[src/rtl/ps2_keymatrix_pkg.sv]
// Shared constants, decode state type and the PS/2 set-2 to key matrix map.
package ps2_keymatrix_pkg;

   localparam logic [7:0] CODE_E0   = 8'hE0;
   localparam logic [7:0] CODE_F0   = 8'hF0;
   localparam logic [7:0] CODE_E1   = 8'hE1;
   localparam logic [7:0] CAPS_CODE = 8'h58;

   // Matrix index = column*8 + row
   localparam logic [5:0] KEY_EQUAL = 6'd0;
   localparam logic [5:0] KEY_SPACE = 6'd1;
   localparam logic [5:0] KEY_ENTER = 6'd2;
   localparam logic [5:0] KEY_SHIFT = 6'd3;
   localparam logic [5:0] KEY_FCTN  = 6'd4;
   localparam logic [5:0] KEY_CTRL  = 6'd6;
   localparam logic [5:0] KEY_A     = 6'd21;

   typedef enum logic [1:0] {
      ST_IDLE,
      ST_EXT,
      ST_BRK,
      ST_EXTBRK
   } dec_state_e;

   typedef struct packed {
      logic       hit;
      logic [5:0] index;
   } key_map_t;

   // Left Ctrl (0x14) is deliberately unmapped so the Pause sequence
   // (E1 14 77 ...) never disturbs the matrix; only right Ctrl drives CTRL.
   function automatic key_map_t ps2_to_ti(input logic ext, input logic [7:0] code);
      key_map_t m;
      m.hit   = 1'b1;
      m.index = '0;
      case ({ext, code})
         9'h01C:  m.index = KEY_A;
         9'h012:  m.index = KEY_SHIFT;
         9'h059:  m.index = KEY_SHIFT;
         9'h05A:  m.index = KEY_ENTER;
         9'h15A:  m.index = KEY_ENTER;
         9'h011:  m.index = KEY_FCTN;
         9'h111:  m.index = KEY_FCTN;
         9'h114:  m.index = KEY_CTRL;
         9'h029:  m.index = KEY_SPACE;
         9'h055:  m.index = KEY_EQUAL;
         default: m.hit   = 1'b0;
      endcase
      return m;
   endfunction

endpackage

[src/rtl/ps2_keymatrix_rx.sv]
// PS/2 device-to-host frame receiver: synchroniser, clock glitch filter,
// bit counter, parity/stop check and mid-frame timeout.
module ps2_rx #(
   parameter int unsigned timeout_cycles = 1100,
   parameter int unsigned filter_len     = 4
) (
   input  logic       clk,
   input  logic       reset_n,
   input  logic       ps2_clk,
   input  logic       ps2_data,
   output logic       scan_valid,
   output logic [7:0] scan_code,
   output logic       frame_err
);

   localparam int unsigned TO_W = $clog2(timeout_cycles + 1);
   localparam int unsigned FL_W = $clog2(filter_len + 1);
   localparam logic [TO_W-1:0] TO_LOAD = TO_W'(timeout_cycles);
   localparam logic [FL_W-1:0] FL_LAST = FL_W'(filter_len - 1);

   logic [1:0]      clk_sync_q, clk_sync_d;
   logic [1:0]      dat_sync_q, dat_sync_d;
   logic            filt_q, filt_d;
   logic [FL_W-1:0] flt_cnt_q, flt_cnt_d;
   logic [3:0]      bit_cnt_q, bit_cnt_d;
   logic [7:0]      shift_q, shift_d;
   logic            par_q, par_d;
   logic [TO_W-1:0] to_cnt_q, to_cnt_d;
   logic            scan_valid_q, scan_valid_d;
   logic [7:0]      scan_code_q, scan_code_d;
   logic            frame_err_q, frame_err_d;
   logic            fall;
   logic            sdat;

   // Filter, frame assembly and timeout next-state
   always_comb begin
      clk_sync_d   = {clk_sync_q[0], ps2_clk};
      dat_sync_d   = {dat_sync_q[0], ps2_data};
      filt_d       = filt_q;
      flt_cnt_d    = '0;
      fall         = 1'b0;
      sdat         = dat_sync_q[1];
      bit_cnt_d    = bit_cnt_q;
      shift_d      = shift_q;
      par_d        = par_q;
      to_cnt_d     = to_cnt_q;
      scan_valid_d = 1'b0;
      scan_code_d  = scan_code_q;
      frame_err_d  = 1'b0;

      // A level change is accepted only after filter_len differing samples
      if (clk_sync_q[1] != filt_q) begin
         if (flt_cnt_q == FL_LAST) begin
            filt_d = clk_sync_q[1];
            fall   = filt_q;
         end else begin
            flt_cnt_d = flt_cnt_q + 1'b1;
         end
      end

      if (fall) begin
         to_cnt_d = TO_LOAD;
         case (bit_cnt_q)
            4'd0: begin
               if (sdat) frame_err_d = 1'b1;
               else      bit_cnt_d   = 4'd1;
            end
            4'd9: begin
               par_d     = sdat;
               bit_cnt_d = 4'd10;
            end
            4'd10: begin
               bit_cnt_d = 4'd0;
               if (sdat && (^{shift_q, par_q})) begin
                  scan_valid_d = 1'b1;
                  scan_code_d  = shift_q;
               end else begin
                  frame_err_d = 1'b1;
               end
            end
            default: begin
               shift_d   = {sdat, shift_q[7:1]};
               bit_cnt_d = bit_cnt_q + 4'd1;
            end
         endcase
      end else if (bit_cnt_q != 4'd0) begin
         // Down-counter parks at zero until the next edge reloads it
         if (to_cnt_q == '0) begin
            frame_err_d = 1'b1;
            bit_cnt_d   = 4'd0;
         end else begin
            to_cnt_d = to_cnt_q - 1'b1;
         end
      end
   end

   // Receiver registers
   always_ff @(posedge clk) begin
      if (!reset_n) begin
         clk_sync_q   <= 2'b11;
         dat_sync_q   <= 2'b11;
         filt_q       <= 1'b1;
         flt_cnt_q    <= '0;
         bit_cnt_q    <= 4'd0;
         shift_q      <= 8'h00;
         par_q        <= 1'b0;
         to_cnt_q     <= '0;
         scan_valid_q <= 1'b0;
         scan_code_q  <= 8'h00;
         frame_err_q  <= 1'b0;
      end else begin
         clk_sync_q   <= clk_sync_d;
         dat_sync_q   <= dat_sync_d;
         filt_q       <= filt_d;
         flt_cnt_q    <= flt_cnt_d;
         bit_cnt_q    <= bit_cnt_d;
         shift_q      <= shift_d;
         par_q        <= par_d;
         to_cnt_q     <= to_cnt_d;
         scan_valid_q <= scan_valid_d;
         scan_code_q  <= scan_code_d;
         frame_err_q  <= frame_err_d;
      end
   end

   assign scan_valid = scan_valid_q;
   assign scan_code  = scan_code_q;
   assign frame_err  = frame_err_q;

endmodule

[src/rtl/ps2_keymatrix.sv]
// PS/2 keyboard to console key matrix bridge.
//
// state     | meaning
// ----------+-----------------------------------------
// ST_IDLE   | no prefix pending
// ST_EXT    | E0 seen, next code is an extended make
// ST_BRK    | F0 seen, next code is a release
// ST_EXTBRK | E0 F0 seen, next code is an extended release
module ps2_keymatrix
   import ps2_keymatrix_pkg::*;
#(
   parameter int unsigned clk_multiplier = 1,
   parameter int unsigned timeout_cycles = 1100 * clk_multiplier,
   parameter int unsigned filter_len     = 4
) (
   input  logic        clk,
   input  logic        reset_n,
   input  logic        ps2_clk,
   input  logic        ps2_data,
   output logic [0:47] key_state,
   output logic        alpha_state,
   output logic        scan_valid,
   output logic [0:7]  scan_code,
   output logic        frame_err
);

   logic       rx_valid;
   logic [7:0] rx_code;
   logic       rx_err;

   ps2_rx #(
      .timeout_cycles (timeout_cycles),
      .filter_len     (filter_len)
   ) u_rx (
      .clk        (clk),
      .reset_n    (reset_n),
      .ps2_clk    (ps2_clk),
      .ps2_data   (ps2_data),
      .scan_valid (rx_valid),
      .scan_code  (rx_code),
      .frame_err  (rx_err)
   );

   dec_state_e  state_q, state_d;
   logic        ev_make, ev_break, ev_ext;
   key_map_t    km;
   logic [0:47] key_state_q, key_state_d;
   logic        alpha_q, alpha_d;
   logic        caps_held_q, caps_held_d;

   // Decode state register
   always_ff @(posedge clk) begin
      if (!reset_n) state_q <= ST_IDLE;
      else          state_q <= state_d;
   end

   // Prefix tracking
   always_comb begin
      state_d = state_q;
      if (rx_err) begin
         state_d = ST_IDLE;
      end else if (rx_valid) begin
         case (state_q)
            ST_IDLE: begin
               if      (rx_code == CODE_E0) state_d = ST_EXT;
               else if (rx_code == CODE_F0) state_d = ST_BRK;
               else                         state_d = ST_IDLE;
            end
            ST_EXT: begin
               if      (rx_code == CODE_F0) state_d = ST_EXTBRK;
               else if (rx_code == CODE_E0) state_d = ST_EXT;
               else                         state_d = ST_IDLE;
            end
            default: state_d = ST_IDLE;
         endcase
      end
   end

   // Make/break events for the current byte
   always_comb begin
      ev_make  = 1'b0;
      ev_break = 1'b0;
      ev_ext   = 1'b0;
      if (rx_valid) begin
         case (state_q)
            ST_IDLE: ev_make = (rx_code != CODE_E0) && (rx_code != CODE_F0) &&
                               (rx_code != CODE_E1);
            ST_EXT: begin
               ev_make = (rx_code != CODE_E0) && (rx_code != CODE_F0);
               ev_ext  = 1'b1;
            end
            ST_BRK: ev_break = 1'b1;
            ST_EXTBRK: begin
               ev_break = 1'b1;
               ev_ext   = 1'b1;
            end
            default: ev_make = 1'b0;
         endcase
      end
   end

   // Key matrix and Alpha Lock next-state
   always_comb begin
      km          = ps2_to_ti(ev_ext, rx_code);
      key_state_d = key_state_q;
      alpha_d     = alpha_q;
      caps_held_d = caps_held_q;
      if (ev_make && km.hit)  key_state_d[km.index] = 1'b1;
      if (ev_break && km.hit) key_state_d[km.index] = 1'b0;
      // Typematic repeats of Caps Lock must not keep toggling
      if (!ev_ext && (rx_code == CAPS_CODE)) begin
         if (ev_make && !caps_held_q) begin
            alpha_d     = ~alpha_q;
            caps_held_d = 1'b1;
         end
         if (ev_break) caps_held_d = 1'b0;
      end
   end

   // Key matrix registers
   always_ff @(posedge clk) begin
      if (!reset_n) begin
         key_state_q <= '0;
         alpha_q     <= 1'b0;
         caps_held_q <= 1'b0;
      end else begin
         key_state_q <= key_state_d;
         alpha_q     <= alpha_d;
         caps_held_q <= caps_held_d;
      end
   end

   assign key_state   = key_state_q;
   assign alpha_state = alpha_q;
   assign scan_valid  = rx_valid;
   assign scan_code   = rx_code;
   assign frame_err   = rx_err;

endmodule

[config.mk]
export PLATFORM = sky130hd
export DESIGN_NAME = ps2_keymatrix
export DESIGN_NICKNAME = d
export VERILOG_FILES = /design/src/rtl/ps2_keymatrix_pkg.sv /design/src/rtl/ps2_keymatrix_rx.sv /design/src/rtl/ps2_keymatrix.sv
export SDC_FILE = /design/constraint.sdc
export NUM_CORES = 1
export LEC_CHECK = 0
export CAP_MARGIN = 10
export CORE_UTILIZATION = 53
export CTS_BUF_LIST = sky130_fd_sc_hd__clkbuf_2
export CTS_CLUSTER_DIAMETER = 100
export DETAILED_ROUTE_END_ITERATION = 10
export PLACE_DENSITY = 0.82
export SYNTH_ARGS = -nofsm -noshare
export SYNTH_HDL_FRONTEND = slang
export SYNTH_HIERARCHICAL = 1
export SYNTH_SLANG_ARGS = --single-unit
[constraint.sdc]
create_clock -name clk -period 3.8 [get_ports clk]
set_clock_uncertainty 0.05 [all_clocks]
set_input_delay 0.76 -clock clk [delete_from_list [all_inputs] [get_ports clk]]
set_output_delay 0.76 -clock clk [all_outputs]
set_load 0.005 [all_outputs]
==> flow_metrics.env <==
export IMPL_ys_ff_latch=62
export IMPL_postRouteWirelength_mm=5.673
export IMPL_r2r_cells=6
export IMPL_fin_crit_ps=2504
export IMPL_worst_slew_pin_slew_ps=720.4
export IMPL_ioPinCount=63
export IMPL_cts_tree="built"
export IMPL_synth_top_area_share=0.3883
export IMPL_cts_hold_buf=0
export IMPL_period_share=0.6590
export IMPL_grt_max_degree=44
export IMPL_wire_per_inst_um=12.69
export IMPL_synth_warnings=6
export IMPL_relSlewSlack=0.5175
export IMPL_overflow=0
export IMPL_n_fill_cell=497
export IMPL_yosysUniqueCellTypes=63
export IMPL_die_y_um=79.67
export IMPL_ir_drop_mv=0.3087
export IMPL_synth_area_top_cells="dfxtp_1 39%, buf_4 7.7%, mux2i_1 6.9%, nor2_1 3.2%, nand2_1 2.9%"
export IMPL_cts_made_buffers=9
export IMPL_powerDensity_mw_per_mm2=305.7
export IMPL_viasPerCell=5.342
export IMPL_yosys_area_top_type="dfxtp_1"
export IMPL_r2r_end="u_rx/scan_code[5]"
export IMPL_clock_root_buffer="clkbuf_2"
export IMPL_post_cts_buffers=0
export IMPL_grt_pass1_vias=2101
export IMPL_worstPathArrival_ps=2860
export IMPL_drt_initial_drc_count=69
export IMPL_finalHoldViolations=0
export IMPL_clk_pin_slew_ps=180
export IMPL_hold_end="u_rx/flt_cnt_q[0]"
export IMPL_fmax_mhz=399.3
export IMPL_cts_sinks=62
export IMPL_regToRegSetupSlack_ps=1300
export IMPL_layout_drive_gt1_share=0.09600
export IMPL_antenna_found_initial=0
export IMPL_synth_edf_count=0
export IMPL_core_area_mm2=0.005675
export IMPL_insertion_delay_ps=480
export IMPL_final_cell_mix="62 x dfxtp_1, 32 x conb_1, 30 x clkdlybuf4s50_1"
export IMPL_synthFlopType="dfxtp_1"
export IMPL_dp_hpwl_mm=4.056
export IMPL_num_antenna_cells=0
export IMPL_hold_class="reg2reg"
export IMPL_rr_startpoint="u_rx/flt_cnt_q[0]"
export IMPL_cp_end_kind="flop"
export IMPL_gp_congestion=0.7770
export IMPL_cts_path_max_buffers=2
export IMPL_drt_pass1_iter_count=4
export IMPL_drc=0
export IMPL_grt_pass1_wl_mm=9.370
export IMPL_outcome="finished, final reports clean"
export IMPL_dieArea_mm2=0.006347
export IMPL_grt_total_usage=0.1921
export IMPL_cellLeakagePower_nw=1.457
export IMPL_avgSynthCellArea_um2=9.375
export IMPL_io_buffers=30
export IMPL_cp_max_fo=13
export IMPL_seq_area_frac_synth=0.3883
export IMPL_finalSetupTns_ps=0
export IMPL_crit_required_ps=4160
export IMPL_worst_setup_path_start_kind="flop"
export IMPL_finalSetupViolations=0
export IMPL_netlist_area_mm2=0.003197
export IMPL_num_vias=2388
export IMPL_synthToLayoutAreaGrowth_pct=10.88
export IMPL_layout_commonest_cell="dfxtp_1"
export IMPL_async_reset_ff_frac=0
export IMPL_initial_core_util=0.5633
export IMPL_ant_nets=0
export IMPL_path_class="reg2reg"
export IMPL_rsz0062_at_grt="false"
export IMPL_fp_dieW_um=79.67
export IMPL_finish_utilization=0.6246
export IMPL_drv_cap=0
export IMPL_netlist_instances=341
export IMPL_hold_path_depth=1
export IMPL_h_tree_depth=3
export IMPL_final_nets=381
export IMPL_rows=27
export IMPL_holdCritStartpoint="u_rx/flt_cnt_q[0]"
export IMPL_slew_viol_final=0
export IMPL_cts_resized=0
## registers in the layout, summed over array words and instances, names as in the netlist
register         cells
u_rx/shift_q         8
u_rx/dat_sync_q      2
u_rx/to_cnt_q       11
u_rx/filt_q          1
state_q              2
u_rx/scan_valid      1
key_state           16
u_rx/frame_err       1
u_rx/flt_cnt_q       3
u_rx/bit_cnt_q       4
u_rx/par_q           1
u_rx/scan_code       8
caps_held_q          1
u_rx/clk_sync_q      2
alpha_state          1
## critical path, cell delays in order, from the launching register on
cell,delay [ps]
dfxtp_1,370
ha_1,140
ha_1,210
nand3b_1,400
or4b_4,640
mux2i_4,390
mux2i_1,230
## kinds of logic after synthesis
| group | count (synthesis) | synth area share |
|---|---|---|
| fa+ha+maj | 7 | 0.02740 |
| xor+xnor | 8 | 0.03131 |
| buf+inv | 58 | 0.1072 |
| compound gates | 48 | 0.1217 |
| flops | 62 | 0.3883 |
| mux | 23 | 0.07593 |
| simple gates | 134 | 0.2470 |
| other cells | 1 | 0.001173 |
## through the flow
stage	hold slack [ps]	cells	total power, W	setup WS [ps]	cell area [um^2]
after floorplan	336.3	372	0.0007120	1727	3313
after global placement	341.3	431	0.0006953	1457	3425
after detailed placement	345.2	431	0.0006959	1353	3425
after CTS	393.1	447	0.001097	1273	3545
after global routing	402.8	447	0.001129	1138	3545
final	385.1	447	0.001084	1296	3545
## Yosys cell counts (3+ instances only)
master	number
and2_1	10
dfxtp_1	62
xnor2_1	4
buf_4	33
nand4b_1	3
a211oi_1	4
o21ai_0	6
nor3_1	4
o221a_1	3
buf_1	3
a31oi_1	3
nand3b_1	3
clkbuf_1	8
a21oi_1	12
ha_1	7
nor2_1	27
inv_1	13
nor3b_1	5
or3_1	8
nand3_1	12
mux2i_1	22
nand2_1	25
nand4_1	6
nor2b_1	5
nand2b_1	8
o221a_2	3
## cell type report
class,count,area (um^2),share of cell area
Inverter,13,48.80,0.01377
Timing Repair Buffer,32,315.3,0.08895
Sequential cell,62,1241,0.3502
Tap cell,72,90.09,0.02541
Clock buffer,9,45.04,0.01271
Multi-Input combinational cell,252,1729,0.4878
Clock inverter,7,75.07,0.02118
## where the power goes
part | switching (W) | internal, W | total (W)
combinational | 0.0000211 | 0.00000672 | 0.0000279
clock | 0.000249 | 0.000152 | 0.000401
sequential | 0.00000175 | 0.000653 | 0.000655
total | 0.000272 | 0.000812 | 0.00108
## worst max path at each step
stage / from / slack (ps) / to / depth (start not counted)
2_1_floorplan: u_rx/bit_cnt_q[0] / 1730 / u_rx/to_cnt_q[6] / 6
3_3_place_gp: u_rx/flt_cnt_q[0] / 1460 / u_rx/scan_code[6] / 6
3_5_place_dp: u_rx/flt_cnt_q[0] / 1350 / u_rx/scan_code[5] / 6
4_1_cts: u_rx/scan_valid / 1270 / scan_valid / 1
5_1_grt: u_rx/flt_cnt_q[0] / 1140 / u_rx/scan_code[5] / 6
6_report: u_rx/flt_cnt_q[0] / 1300 / u_rx/scan_code[5] / 6
## layer usage
layer	part of all wire	vias to the layer above	GRT usage
met5	0	-	0
met4	0.010	0	0.07273
met3	0.041	6	0.06286
met2	0.49	61	0.3120
met1	0.45	1111	0.2345
li1	-	1210	-
Power figures use the tool's default switching activity.
==> RTL edit 1 (config.mk and constraints unchanged) <==
`filter_len` is set to 4 in 2 places; all go to 2.
--- a/src/rtl/ps2_keymatrix_rx.sv
+++ b/src/rtl/ps2_keymatrix_rx.sv
@@ -4,3 +4,3 @@
    parameter int unsigned timeout_cycles = 1100,
-   parameter int unsigned filter_len     = 4
+   parameter int unsigned filter_len     = 2
 ) (
--- a/src/rtl/ps2_keymatrix.sv
+++ b/src/rtl/ps2_keymatrix.sv
@@ -13,3 +13,3 @@
    parameter int unsigned timeout_cycles = 1100 * clk_multiplier,
-   parameter int unsigned filter_len     = 4
+   parameter int unsigned filter_len     = 2
 ) (
Function: changed (Yosys sat finds a counterexample within 10 cycles, from zero or initial values and one cycle with reset_n low).
==> RTL edit 1 against the original RTL <==
  * Sequential cell count is 1 lower
  * Total power is 1.3% higher
  * Routed wire length is 3.5% higher
  * Die area is 0.73% lower
  * Synthesized area is 0.74% lower
  * Setup slack better by 0.0078 ns
  * Design area is 0.78% lower
  * Highest routed layer unchanged
  * Sequential share of layout area is 0.30 points lower
  * Cell count is 1.3% lower
==> RTL edit 1: results (changes against the original RTL) <==
post-CTS setup buffers=0 (unchanged); 1st-pass router iterations=5 (+1); GRT met2 Usage=0.352 (+0.0398); Max stage delay on crit path=0.61 ns (-0.03 ns); met3 usage=0.0663 (+0.00343); layout filler cell count=479 (-3.6%); CP top delay family=flip-flops; Distinct cells, synth=66 (+4.8%); crit-path max FO=11 (-2); sequential area share after synthesis=0.385 (-0.00340); PortBufs=30 (unchanged); clk_lat worst skew=0.50 ns (+0.02 ns); Post-Place Setup Slack=1.11 ns (-0.241 ns); main area contributors after synthesis=dfxtp_1, buf_4, mux2i_1, nor2_1, nand2_1; status=completed; Internal Power=812 µW (about the same); GP Congestion=0.784 (+0.94%); largest net degree at the start of global routing=31 (-30%); first-pass GRT wire length=9960 µm (+6.3%); Peak supply drop=345 µV (+12%); Iteration-0 DRC Markers=101 (+46%); leakage=1.44 nW (-1.2%); Arr. time, crit path=1.69 ns (-1.17 ns); n_diodes=0 (unchanged); M1 GR Usage=0.231 (-0.00345); WL/cell=13.3 µm (+4.9%); overall routing resource usage=0.201 (+0.00926); H-tree Lvls=3 (unchanged); post-detail-place hpwl=4130 µm (+1.8%); Nets=374 (-1.8%); layout cells sized above 1=0.0976 (+0.00156); commonest cells in the synthesized netlist=dfxtp_1, buf_4, nor2_1, nand2_1, mux2i_1; slowest stage cell, crit path=dfxtp_1; max reg flops=16 (unchanged); vias in the first global route=2234 (+6.3%); Worst-Margin Slew=0.644 ns (-0.0761 ns); vias per cell=5.41 (+1.2%)
## RTL edit 1: logic make-up after synthesis
kind of cell	synth area share
AOI/OAI and AO/OA	0.124
xor gates and xnor gates	0.0359
adders and majority gates	0.0237
buffers and inverters	0.109
DFF	0.385
muxes	0.0765
other	0.00118
and+or+nand+nor	0.245
## RTL edit 1: metrics by stage
| stage | hold slack [ns] | utilization | instance area (µm²) | power (mW) | std cells |
|---|---|---|---|---|---|
| floorplan | 0.336 | - | 3290 | 0.705 | 366 |
| global placement | 0.339 | 0.601 | 3390 | 0.688 | 425 |
| detailed placement | 0.343 | 0.601 | 3390 | 0.689 | 425 |
| CTS | 0.385 | 0.623 | 3520 | 1.11 | 441 |
| global route | 0.402 | 0.623 | 3520 | 1.15 | 441 |
| finish | 0.382 | 0.623 | 3520 | 1.10 | 441 |
## RTL edit 1: worst reg2reg max path, delay by kind of cell (launching register included)
family          cells  cell delay, ns
simple gates        2            0.73
compound gates      2            0.54
flops               1            0.46
fa+ha+maj           1            0.26
buf+inv             1            0.11
## RTL edit 1: per-layer routing
layer / vias to the layer above / part of all wire
met5: - / 0
met4: 0 / 0.0087
met3: 6 / 0.039
met2: 52 / 0.49
met1: 1144 / 0.46
li1: 1183 / -
## RTL edit 1: layout make-up
type                    instances  area (µm²)  share of cell area
flip-flops and latches         61        1220               0.347
repair buffers                 32         315              0.0896
clock buffers                   9        45.0              0.0128
clock inverters                 7        81.3              0.0231
inverters                      11        41.3              0.0117
well taps                      72        90.1              0.0256
multi-input cells             249        1720               0.490
## RTL edit 1: power by group through the flow
stage | clock network [mW] | logic, mW | registers, mW
floorplan | 0 | 0.0480 | 0.658
global placement | 0 | 0.0295 | 0.658
detailed placement | 0 | 0.0301 | 0.659
CTS | 0.434 | 0.0301 | 0.646
global route | 0.464 | 0.0354 | 0.647
finish | 0.422 | 0.0309 | 0.646
## RTL edit 1: path summary, 6_finish.rpt
kind / startpoint / end / slack (ns) / cells after the start
setup / recovery: u_rx/scan_valid / scan_valid / 1.30 / 1
hold / removal: u_rx/clk_sync_q[0] / u_rx/clk_sync_q[1] / 0.38 / 1
hold reg to reg: u_rx/clk_sync_q[0] / u_rx/clk_sync_q[1] / 0.38 / 1
setup reg to reg: u_rx/bit_cnt_q[0] / u_rx/to_cnt_q[6] / 1.61 / 6
==> RTL edit 2 (config.mk and constraints unchanged) <==
Made on the original files. Take the reset off `shift_q` and load it in a clocked block of its own.
--- a/src/rtl/ps2_keymatrix_rx.sv
+++ b/src/rtl/ps2_keymatrix_rx.sv
@@ -104,3 +104,2 @@
          bit_cnt_q    <= 4'd0;
-         shift_q      <= 8'h00;
          par_q        <= 1'b0;
@@ -116,3 +115,2 @@
          bit_cnt_q    <= bit_cnt_d;
-         shift_q      <= shift_d;
          par_q        <= par_d;
@@ -125,2 +123,6 @@
 
+   always_ff @(posedge clk) begin
+      shift_q <= shift_d;
+   end
+
    assign scan_valid = scan_valid_q;
Function: same outputs for any inputs over 10 cycles, from zero or initial values and one cycle with reset_n low; that may be too few to reach the edited logic, so the function may still have changed.
==> RTL edit 2 against the original RTL <==
  * Synthesized area is the same
  * Critical path depth shrank 5
  * Global-route usage grew 0.95 points
  * Routed wire length grew 2.6%
  * Sequential power grew 2%
  * Design area shrank 0.46%
  * Total power shrank 0.14%
  * Setup slack gained 0.041 ns
  * Sequential cell count is the same
  * Largest cell class unchanged
  * Largest power group unchanged
  * Highest routed layer unchanged
==> RTL edit 2: results (changes against the original RTL) <==
status=completed; M1 wire length=2610 µm (+1.3%); WL/cell=13.5 µm (+6.7%); post-detail-place hpwl=4010 µm (-1.1%); Compound-Gate Fraction of Synth Area=0.119 (-0.00313); Comb power=27.4 µW (-2%); sequential area share after synthesis=0.413 (+0.0250); R2R setup slack=1.61 ns (+0.31 ns); Post-Place Setup Slack=1.19 ns (-0.159 ns); leakage=1.41 nW (-3.4%); DP Area=0.00342 mm² (-0.26%); DR WL met3=298 µm (+29%); layout cells sized above 1=0.0894 (-0.00661); layout filler cell count=488 (-1.8%); M1 GR Usage=0.246 (+0.0116); reg2reg end=u_rx/scan_code[2]; Distinct cells, synth=64 (+1.6%); Seq pwr share=0.616 (+0.012); Post-synth EDFFs=8 (+8); GRT met2 Usage=0.328 (+0.0162); crit path to=scan_valid; crit-path max FO=11 (-2); Arr. time, crit path=1.65 ns (-1.21 ns); Peak supply drop=274 µV (-11%); Sw Ratio=0.238 (-0.0125); placed insts=414 (-3.9%); Mean Syn Cell Area=9.90 µm² (+5.6%); worst hold slack=0.383 ns (-0.00258 ns); post-route setup slack=1.34 ns (+0.0405 ns); mux contribution to synthesized area=0.0509 (-0.0250); vias in the first global route=2181 (+3.8%); largest net degree at the start of global routing=45 (+2.3%); vias per cell=5.41 (+1.3%); overall routing resource usage=0.202 (+0.00950); main area contributors after synthesis=dfxtp_1, buf_4, edfxtp_1, mux2i_1, nand2_1
[RTL edit 2: cell types whose count changed in the layout (fill, tap and decap cells not counted), moves of 2 or more]
| cell | before | now |
|---|---|---|
| dfxtp_1 | 62 | 54 |
| inv_1 | 13 | 11 |
| edfxtp_1 | 0 | 8 |
| nand3b_1 | 3 | 5 |
| mux2i_1 | 22 | 14 |
| nor2_1 | 27 | 20 |
[RTL edit 2: layout make-up]
cell class | instances | share of cell area
multi-input cells | 238 | 0.469
flip-flops and latches | 62 | 0.374
repair buffers | 31 | 0.0872
well taps | 72 | 0.0255
clock inverters | 6 | 0.0177
clock buffers | 10 | 0.0142
inverters | 11 | 0.0117
[RTL edit 2: cells by family after synthesis]
group                    after synthesis
AO/OA/AOI/OAI                         47
flip-flops                            62
other                                  1
AND/OR/NAND/NOR                      128
multiplexers                          15
buffers and inverters                 54
adder cells (fa/ha/maj)                7
XOR/XNOR                               9
